--- src/rtl/core_wb_arb_if.sv ---
// Write-back arbiter bus: ALU result, LSU load handshake, GPR write port,
// operand pending lookup and upstream hold.
interface core_wb_arb_if;
    logic        alu_valid;
    logic [3:0]  alu_addr;
    logic [31:0] alu_data;

    logic        lsu_valid;
    logic        lsu_ready;
    logic [3:0]  lsu_addr;
    logic [31:0] lsu_data;

    logic        wb;
    logic [3:0]  wb_addr;
    logic [31:0] wb_data;

    logic [3:0]  rega_addr;
    logic [3:0]  regb_addr;
    logic        rega_pend;
    logic        regb_pend;

    logic        alu_hold;

    // Arbiter side.
    modport slave (
        input  alu_valid, alu_addr, alu_data,
        input  lsu_valid, lsu_addr, lsu_data,
        output lsu_ready,
        output wb, wb_addr, wb_data,
        input  rega_addr, regb_addr,
        output rega_pend, regb_pend,
        output alu_hold
    );

    // Core side (ALU, LSU, decode, register file).
    modport master (
        output alu_valid, alu_addr, alu_data,
        output lsu_valid, lsu_addr, lsu_data,
        input  lsu_ready,
        input  wb, wb_addr, wb_data,
        output rega_addr, regb_addr,
        input  rega_pend, regb_pend,
        input  alu_hold
    );
endinterface

--- src/rtl/core_wb_arb.sv ---
// Single-port GPR write-back arbiter. ALU results always win; load results
// queue in a small FIFO and drain on idle ALU cycles. A younger ALU write
// squashes queued loads to the same register, and a starvation counter
// raises alu_hold so the FIFO head is guaranteed to drain eventually.
module core_wb_arb #(
    parameter int unsigned FIFO_DEPTH = 2,
    parameter int unsigned STARVE_LIM = 4
) (
    input logic          clk,
    input logic          rst,
    core_wb_arb_if.slave bus
);

    localparam int unsigned PtrW = $clog2(FIFO_DEPTH);
    localparam int unsigned CntW = PtrW + 1;
    localparam int unsigned StvW = $clog2(STARVE_LIM + 1);

    localparam logic [CntW-1:0] CntFull   = CntW'(FIFO_DEPTH);
    localparam logic [StvW-1:0] StarveMax = StvW'(STARVE_LIM);
    // Destination that is consumed without a register write.
    localparam logic [3:0]      RegNone   = 4'hF;

    logic [3:0]            fifo_addr_q [FIFO_DEPTH];
    logic [31:0]           fifo_data_q [FIFO_DEPTH];
    logic [FIFO_DEPTH-1:0] fifo_vld_q, fifo_vld_d;
    logic [PtrW-1:0]       wr_ptr_q, rd_ptr_q;
    logic [CntW-1:0]       cnt_q, cnt_d;
    logic [StvW-1:0]       starve_q, starve_d;
    logic                  hold_q;
    logic                  wb_q, wb_d;
    logic [3:0]            wb_addr_q, wb_addr_d;
    logic [31:0]           wb_data_q, wb_data_d;

    logic lsu_ready;
    logic enq;
    logic pop;
    logic empty;
    logic head_vld;
    logic rega_hit, regb_hit;

    // Handshake and arbitration decisions from registered state.
    always_comb begin
        empty     = (cnt_q == '0);
        // rst gating keeps ready low during reset; no path from lsu_valid.
        lsu_ready = !rst && (cnt_q != CntFull);
        enq       = bus.lsu_valid && lsu_ready;
        pop       = !bus.alu_valid && !empty;
        head_vld  = fifo_vld_q[rd_ptr_q];
    end

    // Entry valid bits: squash on matching ALU write, clear on pop, set on enqueue.
    always_comb begin
        fifo_vld_d = fifo_vld_q;
        if (bus.alu_valid) begin
            for (int i = 0; i < int'(FIFO_DEPTH); i++) begin
                if (fifo_vld_q[i] && (fifo_addr_q[i] == bus.alu_addr)) begin
                    fifo_vld_d[i] = 1'b0;
                end
            end
        end
        if (pop) begin
            fifo_vld_d[rd_ptr_q] = 1'b0;
        end
        // Applied last: a same-cycle enqueue is younger than the ALU write.
        if (enq) begin
            fifo_vld_d[wr_ptr_q] = (bus.lsu_addr != RegNone);
        end
    end

    // Occupancy, winner selection and starvation tracking.
    always_comb begin
        cnt_d     = cnt_q + CntW'(enq) - CntW'(pop);
        wb_d      = 1'b0;
        wb_addr_d = wb_addr_q;
        wb_data_d = wb_data_q;
        if (bus.alu_valid) begin
            wb_d      = (bus.alu_addr != RegNone);
            wb_addr_d = bus.alu_addr;
            wb_data_d = bus.alu_data;
        end else if (pop) begin
            // Squashed or r15 heads still take the slot but do not write.
            wb_d      = head_vld;
            wb_addr_d = fifo_addr_q[rd_ptr_q];
            wb_data_d = fifo_data_q[rd_ptr_q];
        end

        starve_d = starve_q;
        if (pop) begin
            starve_d = '0;
        end else if (bus.alu_valid && !empty && (starve_q != StarveMax)) begin
            starve_d = starve_q + 1'b1;
        end
    end

    // Pending lookup over queued entries plus this cycle's enqueue.
    always_comb begin
        rega_hit = enq && (bus.lsu_addr == bus.rega_addr);
        regb_hit = enq && (bus.lsu_addr == bus.regb_addr);
        for (int i = 0; i < int'(FIFO_DEPTH); i++) begin
            if (fifo_vld_q[i] && (fifo_addr_q[i] == bus.rega_addr)) begin
                rega_hit = 1'b1;
            end
            if (fifo_vld_q[i] && (fifo_addr_q[i] == bus.regb_addr)) begin
                regb_hit = 1'b1;
            end
        end
    end

    // Control state with synchronous reset.
    always_ff @(posedge clk) begin
        if (rst) begin
            fifo_vld_q <= '0;
            wr_ptr_q   <= '0;
            rd_ptr_q   <= '0;
            cnt_q      <= '0;
            starve_q   <= '0;
            hold_q     <= 1'b0;
            wb_q       <= 1'b0;
            wb_addr_q  <= '0;
            wb_data_q  <= '0;
        end else begin
            fifo_vld_q <= fifo_vld_d;
            cnt_q      <= cnt_d;
            starve_q   <= starve_d;
            hold_q     <= (starve_d == StarveMax);
            wb_q       <= wb_d;
            wb_addr_q  <= wb_addr_d;
            wb_data_q  <= wb_data_d;
            // Power-of-two depth makes the natural wrap modulo FIFO_DEPTH.
            if (enq) begin
                wr_ptr_q <= wr_ptr_q + 1'b1;
            end
            if (pop) begin
                rd_ptr_q <= rd_ptr_q + 1'b1;
            end
        end
    end

    // FIFO payload storage; validity is tracked separately so no reset needed.
    always_ff @(posedge clk) begin
        if (enq) begin
            fifo_addr_q[wr_ptr_q] <= bus.lsu_addr;
            fifo_data_q[wr_ptr_q] <= bus.lsu_data;
        end
    end

    assign bus.lsu_ready = lsu_ready;
    assign bus.wb        = wb_q;
    assign bus.wb_addr   = wb_addr_q;
    assign bus.wb_data   = wb_data_q;
    assign bus.alu_hold  = hold_q;
    assign bus.rega_pend = rega_hit && (bus.rega_addr != RegNone);
    assign bus.regb_pend = regb_hit && (bus.regb_addr != RegNone);

    // Upstream must not issue an ALU result while hold is raised.
    alu_hold_protocol: assert property (@(posedge clk) disable iff (rst)
        !(bus.alu_valid && hold_q));

endmodule

--- src/flat_wrapper.sv ---
// flat-port wrapper written by rule: the top's interface ports become plain ports
module core_wb_arb_flat 
#(
    parameter int unsigned FIFO_DEPTH = 2,
    parameter int unsigned STARVE_LIM = 4
)
  (clk, rst, bus_alu_valid, bus_alu_addr, bus_alu_data, bus_lsu_valid, bus_lsu_addr, bus_lsu_data, bus_lsu_ready, bus_wb, bus_wb_addr, bus_wb_data, bus_rega_addr, bus_regb_addr, bus_rega_pend, bus_regb_pend, bus_alu_hold);
  core_wb_arb_if bus_i ();
  input logic clk;
  input logic rst;
  input wire logic [$bits(bus_i.alu_valid)-1:0] bus_alu_valid;
  input wire logic [$bits(bus_i.alu_addr)-1:0] bus_alu_addr;
  input wire logic [$bits(bus_i.alu_data)-1:0] bus_alu_data;
  input wire logic [$bits(bus_i.lsu_valid)-1:0] bus_lsu_valid;
  input wire logic [$bits(bus_i.lsu_addr)-1:0] bus_lsu_addr;
  input wire logic [$bits(bus_i.lsu_data)-1:0] bus_lsu_data;
  output wire logic [$bits(bus_i.lsu_ready)-1:0] bus_lsu_ready;
  output wire logic [$bits(bus_i.wb)-1:0] bus_wb;
  output wire logic [$bits(bus_i.wb_addr)-1:0] bus_wb_addr;
  output wire logic [$bits(bus_i.wb_data)-1:0] bus_wb_data;
  input wire logic [$bits(bus_i.rega_addr)-1:0] bus_rega_addr;
  input wire logic [$bits(bus_i.regb_addr)-1:0] bus_regb_addr;
  output wire logic [$bits(bus_i.rega_pend)-1:0] bus_rega_pend;
  output wire logic [$bits(bus_i.regb_pend)-1:0] bus_regb_pend;
  output wire logic [$bits(bus_i.alu_hold)-1:0] bus_alu_hold;
  assign bus_i.alu_valid = bus_alu_valid;
  assign bus_i.alu_addr = bus_alu_addr;
  assign bus_i.alu_data = bus_alu_data;
  assign bus_i.lsu_valid = bus_lsu_valid;
  assign bus_i.lsu_addr = bus_lsu_addr;
  assign bus_i.lsu_data = bus_lsu_data;
  assign bus_lsu_ready = bus_i.lsu_ready;
  assign bus_wb = bus_i.wb;
  assign bus_wb_addr = bus_i.wb_addr;
  assign bus_wb_data = bus_i.wb_data;
  assign bus_i.rega_addr = bus_rega_addr;
  assign bus_i.regb_addr = bus_regb_addr;
  assign bus_rega_pend = bus_i.rega_pend;
  assign bus_regb_pend = bus_i.regb_pend;
  assign bus_alu_hold = bus_i.alu_hold;
  core_wb_arb #(.FIFO_DEPTH(FIFO_DEPTH), .STARVE_LIM(STARVE_LIM)) u_core (.clk(clk), .rst(rst), .bus(bus_i));
endmodule
--- config.mk ---
export PLATFORM = sky130hd
export DESIGN_NAME = core_wb_arb_flat
export DESIGN_NICKNAME = d
export VERILOG_FILES = /design/src/rtl/core_wb_arb_if.sv /design/src/rtl/core_wb_arb.sv /design/src/flat_wrapper.sv
export SDC_FILE = /design/constraint.sdc
export NUM_CORES = 1
export LEC_CHECK = 0
export ABC_AREA = 1
export CORE_UTILIZATION = 50
export CTS_CLUSTER_DIAMETER = 120
export CTS_CLUSTER_SIZE = 8
export DETAILED_ROUTE_END_ITERATION = 8
export PLACE_DENSITY_LB_ADDON = 0.3
export REMOVE_ABC_BUFFERS = 1
export SKIP_LAST_GASP = 1
export SYNTH_ARGS = -nofsm -noshare
export SYNTH_HDL_FRONTEND = slang
export SYNTH_SLANG_ARGS = --single-unit
--- constraint.sdc ---
create_clock -name clk -period 5.6 [get_ports clk]
set_input_delay 0.84 -clock clk [delete_from_list [all_inputs] [get_ports clk]]
set_output_delay 0.84 -clock clk [all_outputs]
set_load 0.02 [all_outputs]
# Word level (Yosys, flattened, before mapping)

Memories as Yosys holds them, arrays and structs flattened. A register that Yosys moved wholly into a read port is not among the register bits.
Index checks and enable logic that the tools add are counted.
W data, S select, Z words.

Add/subtract/negate cells: 5
Magnitude comparators: 4
Equal/unequal tests: 15
Muxes and demuxes: 30
Bitwise operators: 2
Reductions and logical operators: 22

Operators with widths:

| kind                  | count |
|---|---|
| $mux W32              | 2 |
| $eq A4 B4 Y1          | 8 |
| $mux W1               | 18 |
| $logic_and A1 B1 Y1   | 17 |
| $ne A4 B4 Y1 const B  | 4 |
| $mux W4               | 2 |
| $mux W2               | 3 |
| $mux W3               | 2 |
| $lt A1 B2 Y1 const B  | 2 |
| $add A3 B1 Y3 const B | 1 |
| $eq A3 B3 Y1 const B  | 1 |
| $logic_not A1 Y1      | 3 |
| $ne A3 B3 Y1 const B  | 1 |
| $add A1 B1 Y1 const B | 2 |
| $add A2 B1 Y2         | 1 |
| $and A2 B2 Y2         | 1 |
| $bwmux W2             | 1 |
| $demux W1 S1          | 2 |
| $ge A1 B1 Y1 const B  | 2 |
| $logic_not A2 Y1      | 1 |
| $ne A2 B2 Y1 const B  | 1 |
| $not A2 Y2            | 1 |
| $reduce_bool A2 Y1    | 1 |
| $sub A2 B1 Y2         | 1 |

Bits in registers: 47
RAM bits: 72
Bits of input ports: 84
Output and inout port bits: 41
Word-level logic and storage cells: 89
Memories: 2

Memories:

| memory             | words | width | rd ports | clocked after memory_dff | write ports | RTL line          | text |
|---|---|---|---|---|---|---|---|
| u_core.fifo_data_q | 2     | 32    | 1        | 1                        | 1           | core_wb_arb.sv:24 | `logic [31:0] fifo_data_q [FIFO_DEPTH];` |
| u_core.fifo_addr_q | 2     | 4     | 3        | 1                        | 1           | core_wb_arb.sv:23 | `logic [3:0] fifo_addr_q [FIFO_DEPTH];` |

# Longest topological paths before layout

Depth after elaboration: 9
Gate-level depth with buffers: 11

# Least setup slack after synthesis

No wires, ideal clock.

Path type: input to register
From: input rst
To: memory u_core.fifo_addr_q[0][0], enable pin
Library setup time: 0.432 ns
Data arrival time: 2.627 ns
Data required time: 5.168 ns
Slack: 2.541 ns
Cell stages on the path: 3
Path buffers: 0
Cell sequence: inv_2 nand3_2 nor2_1

Word-level cells in the longest chain between the ends: 5

Ends and longest elaborated chain:

| element                       | RTL line           | text |
|---|---|---|
| start, declared               | flat_wrapper.sv:10 | `input logic rst;` |
| $logic_not A1 Y1              | core_wb_arb.sv:45  | `lsu_ready = !rst && (cnt_q != CntFull);` |
| $logic_and A1 B1 Y1           | core_wb_arb.sv:45  |  |
| $logic_and A1 B1 Y1           | core_wb_arb.sv:46  | `enq = bus.lsu_valid && lsu_ready;` |
| $mux W1                       | core_wb_arb.sv:141 | `if (enq) begin` |
| $mux W1 (implied by the code) | core_wb_arb.sv:142 | `fifo_addr_q[wr_ptr_q] <= bus.lsu_addr;` |
| end, declared                 | core_wb_arb.sv:23  |  |

Every way passes these cells.

# Final worst setup path

From: input rst
To: output bus_regb_pend

Word-level cells in the longest chain between the ends: 7

Ends and longest elaborated chain:

| element              | RTL line           | text |
|---|---|---|
| $logic_not A1 Y1     | core_wb_arb.sv:45  |  |
| $logic_and A1 B1 Y1  | core_wb_arb.sv:45  |  |
| $logic_and A1 B1 Y1  | core_wb_arb.sv:46  |  |
| named net u_core.enq | core_wb_arb.sv:35  | `logic enq;` |
| $logic_and A1 B1 Y1  | core_wb_arb.sv:98  | `regb_hit = enq && (bus.lsu_addr == bus.regb_addr);` |
| $mux W1 (2 in a row) | core_wb_arb.sv:103 | `if (fifo_vld_q[i] && (fifo_addr_q[i] == bus.regb_addr)) begin` |
| $logic_and A1 B1 Y1  | core_wb_arb.sv:153 | `assign bus.regb_pend = regb_hit && (bus.regb_addr != RegNone);` |
| end, declared        | flat_wrapper.sv:24 | `output wire logic [$bits(bus_i.regb_pend)-1:0] bus_regb_pend;` |

The timed path passes the listed nets, and every way through them passes these cells.

==> flow_results.xml <==
<?xml version="1.0" encoding="UTF-8"?>
<metrics>
  <group name="pwr">
    <metric name="fraction_of_power_spent_switching_nets" unit="%">31.1</metric>
    <metric name="power.sequential.fraction" unit="%">40.2</metric>
    <metric name="switchingPower" unit="W">0.000851</metric>
    <metric name="share_comb_of_total_power" unit="%">22.7</metric>
    <metric name="peakVddDrop" unit="mV">0.322</metric>
    <metric name="p_int" unit="W">0.00189</metric>
    <metric name="p_leak" unit="nW">2.99</metric>
    <metric name="power.density_cell_area" unit="nW/um^2">380</metric>
    <metric name="pwr-share-clk" unit="%">37.1</metric>
  </group>
  <group name="global_route">
    <metric name="first_pass_grt_wire_length" unit="um">20500</metric>
    <metric name="grt_max_degree" unit="">45</metric>
    <metric name="antenna_found_initial" unit="">0</metric>
    <metric name="first_global_vias" unit="">4258</metric>
    <metric name="grt_overflow" unit="">0</metric>
    <metric name="total_global_routing_track_utilization" unit="%">23.8</metric>
  </group>
  <group name="cts">
    <metric name="clkLatencyLatePin" unit="ns">0.51</metric>
    <metric name="post_cts_resize_count" unit="">0</metric>
    <metric name="h-tree-depth" unit="">4</metric>
    <metric name="longest_clk_path_bufs" unit="">2</metric>
    <metric name="cts_tree" unit="">yes</metric>
    <metric name="numCtsBuffers" unit="">17</metric>
    <metric name="post_cts_hold_buffer_count" unit="">0</metric>
    <metric name="cts.clk_slew.worst_paths" unit="ns">0.06</metric>
    <metric name="clock_tree.root_cell" unit="">clkbuf_8</metric>
    <metric name="clock_sink_count" unit="">120</metric>
    <metric name="post_cts.repair.setup_buffers" unit="">0</metric>
  </group>
  <group name="placement">
    <metric name="placement.cell_area" unit="sq um">6650</metric>
    <metric name="dpl.hpwl" unit="um">8570</metric>
    <metric name="last_weighted_congestion_value_of_the_routability_driven_placer" unit="">0.851</metric>
    <metric name="port_buffers" unit="">124</metric>
  </group>
  <group name="logic_synthesis">
    <metric name="synth_cell_types" unit="">27</metric>
    <metric name="synth.yosys.seq_area_share" unit="%">58.1</metric>
    <metric name="avgSynthCellArea" unit="sq um">8.94</metric>
    <metric name="synth.yosys.warnings" unit="">0</metric>
    <metric name="synth.ff_latch_count" unit="">120</metric>
    <metric name="netlist_area" unit="sq um">5380</metric>
    <metric name="netlist_instances" unit="">601</metric>
  </group>
  <group name="critical_path">
    <metric name="worst-path-max-fanout" unit="">35</metric>
    <metric name="crit_path_end_kind" unit="">primary output</metric>
    <metric name="startpoint_type" unit="">input pin</metric>
    <metric name="critPathRequiredTime" unit="ns">4.76</metric>
    <metric name="regToRegSetupSlack" unit="ns">3.56</metric>
    <metric name="setup_cp_type" unit="">in -&gt; out</metric>
    <metric name="cp.arrival" unit="ns">3.52</metric>
  </group>
  <group name="die">
    <metric name="floorplan_die_width" unit="um">106</metric>
    <metric name="ios" unit="">125</metric>
    <metric name="die_outline_area" unit="sq um">11200</metric>
    <metric name="initial_utilization" unit="%">51.8</metric>
    <metric name="cell_row_count" unit="">37</metric>
    <metric name="die_h" unit="um">106</metric>
    <metric name="placeableCoreArea" unit="sq um">10400</metric>
  </group>
  <group name="sta">
    <metric name="tightestPinTransition" unit="ns">1.14</metric>
    <metric name="layout_worst_path_cycle_share" unit="%">77.9</metric>
    <metric name="post-route-min-period" unit="ns">4.36</metric>
    <metric name="setup_viol" unit="">0</metric>
    <metric name="hold_viol" unit="">0</metric>
    <metric name="grt_setup_unrepaired" unit="">no</metric>
    <metric name="final.setup_skew" unit="ns">0.0101</metric>
    <metric name="tns" unit="ns">0</metric>
    <metric name="slew_violations" unit="">0</metric>
    <metric name="achievable-frequency" unit="MHz">229</metric>
    <metric name="maxSlewHeadroom" unit="%">23.7</metric>
  </group>
  <group name="job">
    <metric name="maxCapViolCount" unit="">0</metric>
  </group>
  <group name="drt">
    <metric name="drt.antenna.violating_nets" unit="">0</metric>
    <metric name="drt_wl_total" unit="um">12800</metric>
    <metric name="num_vias" unit="">4439</metric>
    <metric name="pre_antenna_drt_iters" unit="">5</metric>
    <metric name="detail_route.vias_per_cell" unit="">5.10</metric>
    <metric name="drt_first_iter_violations" unit="">415</metric>
    <metric name="drc" unit="">0</metric>
    <metric name="wl_per_cell" unit="um">14.7</metric>
  </group>
  <group name="final_layout">
    <metric name="num-nets-final" unit="">810</metric>
    <metric name="layout_commonest_cell" unit="">nand2_1</metric>
    <metric name="syn2layout_area_growth" unit="%">34.2</metric>
    <metric name="fin_area" unit="sq um">7210</metric>
    <metric name="n_fill_cell" unit="">786</metric>
    <metric name="leading_cell_types_in_the_layout_fill_and_taps_excluded" unit="">186 x nand2_1, 123 x clkdlybuf4s50_1, 83 x inv_1</metric>
    <metric name="final_layout_size_suffix_gt1_share" unit="%">6.53</metric>
    <metric name="antenna_cells" unit="">0</metric>
  </group>
  <group name="status">
    <metric name="outcome" unit="">finished clean</metric>
  </group>
  <group name="hold_path">
    <metric name="worstHoldPathType" unit="">reg -&gt; reg</metric>
  </group>
</metrics>
[kinds of logic (layout without fill, tap and decap cells)]
kind of cell	count (synthesis)	in the layout	synth area share, %
flops	120	120	58.1
simple gates	243	243	18.4
buf+inv	112	246	9.12
compound gates	116	116	12.5
xor+xnor	6	6	0.978
fa+ha+maj	4	4	0.931
[layer usage]
metal	routed length, um	global-route usage, %	vias to the layer above	share of wire [%]
li1	-	-	2220	-
met1	5330	28.5	2053	42
met4	177	7.34	0	1.4
met5	0	0	-	0
met2	6560	42.0	145	51
met3	738	5.69	21	5.8
[synth_stat cells]
| library cell | number | area [sq um] |
|---|---|---|
| inv_2 | 5 | 18.8 |
| nand3_2 | 1 | 10.0 |
| buf_2 | 7 | 35.0 |
| nor2_1 | 30 | 113 |
| nand2_1 | 186 | 698 |
| nand3_1 | 16 | 80.1 |
| a21oi_1 | 39 | 195 |
| edfxtp_1 | 72 | 2160 |
| o211ai_1 | 20 | 150 |
| nor2_8 | 1 | 20.0 |
| buf_6 | 5 | 56.3 |
| ha_1 | 4 | 50.1 |
| inv_1 | 83 | 312 |
| a22oi_1 | 12 | 90.1 |
| nor2_4 | 1 | 11.3 |
| dfxtp_1 | 48 | 961 |
| xnor2_1 | 6 | 52.6 |
| o21ai_0 | 30 | 150 |
| nand2_4 | 1 | 11.3 |
| nand4_1 | 4 | 25.0 |
| buf_4 | 6 | 45.0 |
| clkbuf_1 | 5 | 18.8 |
| a31oi_1 | 9 | 56.3 |
| clkbuf_2 | 1 | 5.00 |
| nor2_2 | 2 | 12.5 |
| nand2_2 | 1 | 6.26 |
| o21ai_1 | 6 | 30.0 |
[power by group through the flow]
stage | clock, W | sequential (W) | combinational, W
after detailed placement | 0 | 0.00112 | 0.000617
final | 0.00101 | 0.00110 | 0.000622
after floorplan | 0 | 0.00118 | 0.000279
after global placement | 0 | 0.00111 | 0.000596
after CTS | 0.00102 | 0.00110 | 0.000622
after global routing | 0.00106 | 0.00111 | 0.000685
[metrics by stage]
step / hold slack [ns] / power (W) / utilization [%] / setup slack, ns / instances
floorplan: 0.461 / 0.00146 / - / 2.30 / 577
global placement: 0.474 / 0.00171 / 64.2 / 1.34 / 839
detailed placement: 0.479 / 0.00174 / 64.2 / 1.27 / 839
CTS: 0.488 / 0.00274 / 69.5 / 1.26 / 871
global route: 0.526 / 0.00286 / 69.5 / 1.02 / 871
finish: 0.488 / 0.00274 / 69.5 / 1.24 / 871
[cell type report]
type,instances,area (sq um),share of cell area [%]
Timing Repair Buffer,126,1250,17.3
Clock inverter,15,145,2.01
Tap cell,136,170,2.36
Clock buffer,17,414,5.74
Sequential cell,120,3120,43.3
Inverter,88,330,4.58
Multi-Input combinational cell,369,1780,24.6
[final timing paths]
| path | depth (start not counted) | start | end |
|---|---|---|---|
| worst min register to register | 2 | u_core.bus.wb_data[12]$_SDFFE_PP0P_ | u_core.bus.wb_data[12]$_SDFFE_PP0P_ |
| worst min-delay path | 2 | u_core.bus.wb_data[12]$_SDFFE_PP0P_ | u_core.bus.wb_data[12]$_SDFFE_PP0P_ |
| worst max-delay path | 9 | rst | bus_regb_pend |
| worst max register to register | 8 | u_core.cnt_q[1]$_SDFF_PP0_ | u_core.cnt_q[1]$_SDFF_PP0_ |
[state kept, by name (all words and copies together), names as in the netlist, named ones only]
register and count:
u_core.fifo_data_q 64, u_core.bus.wb_data 32, u_core.fifo_addr_q 8, u_core.bus.wb_addr 4, u_core.starve_q 3, u_core.cnt_q 2
u_core.fifo_vld_q 2, u_core.bus.alu_hold 1, u_core.bus.wb 1, u_core.rd_ptr_q 1, u_core.wr_ptr_q 1
[critical path, cell delays in order]
cell	delay (ns)
clkdlybuf4s50_1	0.71
inv_2	0.63
nand3_2	0.29
inv_1	0.20
nand3_1	0.10
nand3_1	0.07
nand2_1	0.05
inv_1	0.04
clkdlybuf4s50_1	0.59
Note: power is estimated with default switching activity, not from simulation.
